===== config.mk =====
export PLATFORM = sky130hd
export DESIGN_NAME = fetch_unit
export DESIGN_NICKNAME = d
export VERILOG_FILES = /design/src/rtl/fetch_pkg.sv /design/src/rtl/fetch_pc_reg.sv /design/src/rtl/fetch_unit.sv
export SDC_FILE = /design/constraint.sdc
export NUM_CORES = 1
export LEC_CHECK = 0
export CORE_UTILIZATION = 40
export CTS_CLUSTER_SIZE = 16
export DETAILED_ROUTE_END_ITERATION = 10
export MAX_ROUTING_LAYER = met4
export PLACE_DENSITY = 0.83
export SLEW_MARGIN = 20
export SYNTH_ARGS = -nofsm -noshare
export SYNTH_HDL_FRONTEND = slang
export SYNTH_SLANG_ARGS = --single-unit

===== constraint.sdc =====
create_clock -name Clk -period 1.7 [get_ports Clk]
set_input_delay 0.255 -clock Clk [delete_from_list [all_inputs] [get_ports Clk]]
set_output_delay 0.255 -clock Clk [all_outputs]
set_load 0.02 [all_outputs]

===== src/rtl/fetch_pkg.sv =====
// fetch_pkg: shared definitions for the instruction fetch unit.
//   - state_t     : fetch FSM states (IDLE, FETCH, HOLD, DRAIN)
//   - PC_W        : program counter width
//   - DEFAULT_*   : default reset address and sequential step
//   - ALIGN_MASK  : clears bits [1:0] to force word alignment
//   - align_pc()  : applies ALIGN_MASK to an address
package fetch_pkg;

  localparam int PC_W = 32;

  localparam logic [PC_W-1:0] DEFAULT_RESET_PC = 32'h0000_0000;
  localparam logic [PC_W-1:0] DEFAULT_PC_STEP  = 32'd4;
  localparam logic [PC_W-1:0] ALIGN_MASK       = 32'hFFFF_FFFC;

  typedef enum logic [1:0] {
    S_IDLE  = 2'd0,
    S_FETCH = 2'd1,
    S_HOLD  = 2'd2,
    S_DRAIN = 2'd3
  } state_t;

  function automatic logic [PC_W-1:0] align_pc(input logic [PC_W-1:0] addr);
    return addr & ALIGN_MASK;
  endfunction

endpackage


===== src/rtl/fetch_pc_reg.sv =====
// fetch_pc_reg: the fetch program counter register.
// Ports:
//   clk     - rising-edge clock
//   rst_n   - asynchronous active-low reset, loads RESET_PC
//   load    - capture next_pc on the next rising edge
//   next_pc - value to load
//   pc      - current program counter
// Next-value selection lives in the caller; this block only stores.
module fetch_pc_reg
  import fetch_pkg::*;
#(
  parameter logic [PC_W-1:0] RESET_PC = DEFAULT_RESET_PC
) (
  input  logic            clk,
  input  logic            rst_n,
  input  logic            load,
  input  logic [PC_W-1:0] next_pc,
  output logic [PC_W-1:0] pc
);

  always_ff @(posedge clk or negedge rst_n) begin
    if (!rst_n) begin
      pc <= RESET_PC;
    end else if (load) begin
      pc <= next_pc;
    end
  end

endmodule


===== src/rtl/fetch_unit.sv =====
// fetch_unit: instruction fetch between the PC state and decode.
// Owns the fetch PC, keeps at most one read open to instruction memory,
// and presents each returned instruction with its PC to decode. Redirects
// reposition the PC; anything fetched on the old path is discarded.
//
// Ports:
//   Clk         - rising-edge clock
//   Reset       - asynchronous active-low reset
//   Redirect    - load RedirectPc (low two bits ignored) as next fetch PC
//   RedirectPc  - redirect target
//   MemReq      - read request, open until MemAck
//   MemAddr     - word-aligned read address
//   MemAck      - one-cycle acknowledge, MemRdata valid in that cycle
//   MemRdata    - returned instruction word
//   InstrValid  - Instr/InstrPc valid for decode
//   Instr       - fetched instruction
//   InstrPc     - address Instr came from
//   InstrReady  - decode accepts this cycle
//   Pc          - current fetch PC
//   DbgState    - FSM state, for observation only
//
// Handshakes: memory side is req/ack -- MemReq stays high with MemAddr
// stable until the cycle MemAck is seen, which completes the read. Decode
// side is valid/ready -- a transfer happens on a rising edge where
// InstrValid && InstrReady; Instr/InstrPc are stable while InstrValid is
// high and not yet accepted. A Redirect in the same cycle cancels it.
module fetch_unit
  import fetch_pkg::*;
#(
  parameter logic [PC_W-1:0] RESET_PC = DEFAULT_RESET_PC,
  parameter logic [PC_W-1:0] PC_STEP  = DEFAULT_PC_STEP
) (
  input  logic            Clk,
  input  logic            Reset,
  input  logic            Redirect,
  input  logic [PC_W-1:0] RedirectPc,
  output logic            MemReq,
  output logic [PC_W-1:0] MemAddr,
  input  logic            MemAck,
  input  logic [PC_W-1:0] MemRdata,
  output logic            InstrValid,
  output logic [PC_W-1:0] Instr,
  output logic [PC_W-1:0] InstrPc,
  input  logic            InstrReady,
  output logic [PC_W-1:0] Pc,
  output logic [1:0]      DbgState
);

  state_t          state;
  state_t          state_next;
  logic            pc_load;
  logic [PC_W-1:0] pc_next;
  logic            capture;
  logic            pend_load;
  logic [PC_W-1:0] pending;
  logic [PC_W-1:0] target;

  assign target = align_pc(RedirectPc);

  fetch_pc_reg #(
    .RESET_PC (RESET_PC)
  ) u_pc (
    .clk     (Clk),
    .rst_n   (Reset),
    .load    (pc_load),
    .next_pc (pc_next),
    .pc      (Pc)
  );

  always_ff @(posedge Clk or negedge Reset) begin
    if (!Reset) begin
      state <= S_IDLE;
    end else begin
      state <= state_next;
    end
  end

  always_comb begin
    state_next = state;
    pc_load    = 1'b0;
    pc_next    = Pc;
    capture    = 1'b0;
    pend_load  = 1'b0;
    case (state)
      S_IDLE: begin
        state_next = S_FETCH;
        if (Redirect) begin
          pc_load = 1'b1;
          pc_next = target;
        end
      end
      S_FETCH: begin
        if (MemAck) begin
          pc_load = 1'b1;
          if (Redirect) begin
            // Returned word belongs to the old path; refetch at target.
            pc_next = target;
          end else begin
            pc_next    = Pc + PC_STEP;
            capture    = 1'b1;
            state_next = S_HOLD;
          end
        end else if (Redirect) begin
          // The open read cannot be withdrawn: park the target until the
          // stale ack arrives so MemAddr stays stable meanwhile.
          pend_load  = 1'b1;
          state_next = S_DRAIN;
        end
      end
      S_DRAIN: begin
        if (Redirect) begin
          pend_load = 1'b1;
        end
        if (MemAck) begin
          pc_load    = 1'b1;
          pc_next    = Redirect ? target : pending;
          state_next = S_FETCH;
        end
      end
      S_HOLD: begin
        if (Redirect) begin
          pc_load    = 1'b1;
          pc_next    = target;
          state_next = S_FETCH;
        end else if (InstrReady) begin
          state_next = S_FETCH;
        end
      end
      default: begin
        state_next = S_IDLE;
      end
    endcase
  end

  always_ff @(posedge Clk or negedge Reset) begin
    if (!Reset) begin
      Instr   <= '0;
      InstrPc <= '0;
      pending <= '0;
    end else begin
      if (capture) begin
        Instr   <= MemRdata;
        InstrPc <= Pc;
      end
      if (pend_load) begin
        pending <= target;
      end
    end
  end

  // Pc only moves when a read completes or outside a read, so it is also
  // the address of the open request (including the stale one in DRAIN).
  assign MemReq     = (state == S_FETCH) || (state == S_DRAIN);
  assign MemAddr    = Pc;
  assign InstrValid = (state == S_HOLD);
  assign DbgState   = state;

endmodule


==> metrics.csv <==
metric,value,unit
outcome,finished with violations,
failing checks,setup timing,
Reg area,3114,um^2
Filler Cell Count,1182,
clk slew on worst S/H paths,60,ps
Synth top area share,50.28,%
chip height,126.2,um
remaining global-route overflow,0,
HPWL after DPL,12440,um
die width,126.2,um
Multi-input gate area,2774,um^2
complex-gate fraction of the synthesized area,12.59,%
DRC,0,
relative slew slack,63.79,%
Worst path most repeated cell,buf_6,
synth top area cells,"dfrtp_1, mux2_2, buf_4, nand2_1, a21oi_1",
Synth Area per Inst,11.12,um^2
Period minus WS final,1706,ps
Placement Setup Slack,-258.8,ps
total number of vias,5419,
Worst EP required,2000,ps
post-route ant nets,0,
RSZ-0062 raised after global routing,true,
final worst slack,-5.704,ps
area grow syn2layout,54.26,%
"CP delay by family, top",buffers and inverters,
synthesized instance count,555,
Vias/cell,5.435,
post-synth top area cell,dfrtp_1,
Initial Utilization,40.74,%
Pins Over Slew Limit,0,
Synth Area in Adders,0.2028,%
Post-Synth XOR/XNOR Area,1.135,%
vias in the first global route,5433,
Seq pwr share,31.5,%
VDD IR-drop max,0.8245,mV
CP Cell Sequence,"buf_6, nand3b_1, nor2_4, buf_6, buf_12, mux2_2",
layout cell share with drive strength beyond 1,31.03,%
worst-skew pair later-pin latency,420,ps
Design Power,0.01388,W
worst-path fanout max,13,
total wire length,18270,um
CTS tree,built,
largest family of logic cells by synthesized area,multiplexers,
DR pass1 iterations,5,
Synth warnings,0,
Pint,0.009239,W
"Primary FF master, synth",dfrtp_1,
global-route wire length before repair,27850,um
n_diodes,0,
root buf cell,clkbuf_16,
Final Hold Viols,0,
Final Skew,7.459,ps
die area,15930,um^2
CP max stage delay,390,ps
cts bufs inserted,17,
total net switching power,0.004637,W
CP Class,reg2reg,
CP max-delay cell,dfrtp_2,
initial antenna violation count,0,
most frequent cell after synthesis,dfrtp_1,
CTS Sinks,124,
1st-iter DRT viols,318,
final net count,866,
Post-synth top cells,"dfrtp_1, mux2_2, nand2_1",
Netlist cell types,61,
post-DR wirelength/cell,18.33,um
overall routing resource usage,23.27,%
Site Rows,45,
WP buf/inv,3,
Setup-failing EPs final,2,
Slew @ Worst Pin,543.1,ps
Mapped Area,6171,um^2
H-tree depth,4,
Worst Path Arrival,2010,ps
MaxCap Viol Count,0,
switch share,33.42,%
Leak,4.094,nW
Clk pwr share,29.9,%
largest net degree at the start of global routing,35,
IO Pins,201,
Post-Synth Simple-Gate Area,10.89,%
Combinational Power Share,38.6,%
Pwr Density,1458,nW/um^2
worst hold-check path type,in2async,
"EDFF count, synth",0,
Clock Path Buffers,2,
core area,15150,um^2
number of buffers added on ports,192,
Tcrit/Tclk final,100.3,%
ys async rst share,100.0,%
post-synthesis sequential area ratio,50.28,%
Worst setup SP type,flip-flop,
mux contribution to synthesized area,17.13,%
Critical Path End Type,flip-flop,
FMAX,586.3,MHz
post-synthesis register bit count,124,
gp weighted congestion,0.8692,
[cells in the final DEF (no fill, tap or decap), types with 9 or more instances in the layout]
master	count
mux2_1	11
clkdlybuf4s50_1	127
and3_1	10
inv_1	9
dlygate4sd2_1	61
mux2_4	9
dfrtp_2	9
buf_4	80
dfrtp_1	115
mux2_2	73
nand3_1	17
nor2_1	15
clkbuf_16	20
a21oi_1	28
o21ai_0	28
nand2_1	44
[metrics by stage]
step	utilization (%)	TNS (ps)	instances	hold WS, ps	instance area, um^2
after floorplan	-	-11.58	560	-40.59	6223
after global placement	56.78	-16710	950	266.3	8600
after detailed placement	56.78	-23540	950	262.1	8600
after CTS	60.95	-103.6	985	359.3	9231
after global routing	62.85	-1675	997	384.3	9519
final	62.85	-7.233	997	353.5	9519
[flip-flops by register name, indices dropped and copies added, names as in the netlist]
register / count
u_pc.pc: 30
InstrPc: 30
DbgState: 2
pending: 30
Instr: 32
[final timing paths]
check	endpoint	slack, ps	cells after the start	startpoint
max	Instr[19]	-6	6	DbgState[0]
min	Instr[16]	350	2	Reset
max reg2reg	Instr[19]	-6	6	DbgState[0]
min reg2reg	pending[3]	480	1	pending[3]
max in group asynchronous	Instr[18]	720	3	Reset
min in group Clk	Instr[23]	440	2	MemRdata[23]
[cell families after synthesis]
logic type	after synthesis
buf+inv	79
other cells	1
flops	124
xor+xnor	8
compound gates	120
fa+ha+maj	1
mux	94
simple gates	128
[power groups by stage]
| stage | clock network [W] | registers [W] | logic, W |
|---|---|---|---|
| 6_report | 0.00414 | 0.00437 | 0.00536 |
| 5_1_grt | 0.00433 | 0.00450 | 0.00567 |
| 2_1_floorplan | 0 | 0.00533 | 0.00190 |
| 4_1_cts | 0.00419 | 0.00435 | 0.00520 |
| 3_3_place_gp | 0 | 0.00435 | 0.00531 |
| 3_5_place_dp | 0 | 0.00440 | 0.00541 |
[repair_timing]
action / 4_1_cts / 5_1_grt
pin swaps: 0 / 5
hold buffers: 1 / 0
cloned: 0 / 6
gates resized for setup: 71 / 41
setup buffers: 2 / 6
endpoints found under the setup margin: 65 / 82
hold endpoints to repair: 30 / 0
[routing by layer]
metal	global-route usage (%)	wire length, um	vias up
met5	-	0	-
met4	11.27	584	0
met3	4.333	1155	45
met2	35.78	8756	253
met1	29.59	7778	2669
li1	-	-	2452
[worst reg2reg max path: stages (launching register included)]
cell and delay (ps):
dfrtp_2 390, buf_6 140, nand3b_1 190, nor2_4 210, buf_6 160, buf_12 150
mux2_2 360
[final cells by class]
type / count / share of cell area (%)
repair buffers: 286 / 28.25
flip-flops and latches: 124 / 32.72
clock inverters: 15 / 2.563
well taps: 188 / 2.471
multi-input cells: 357 / 29.14
inverters: 10 / 0.3943
clock buffers: 17 / 4.469
(Power assumes the default switching activity.)
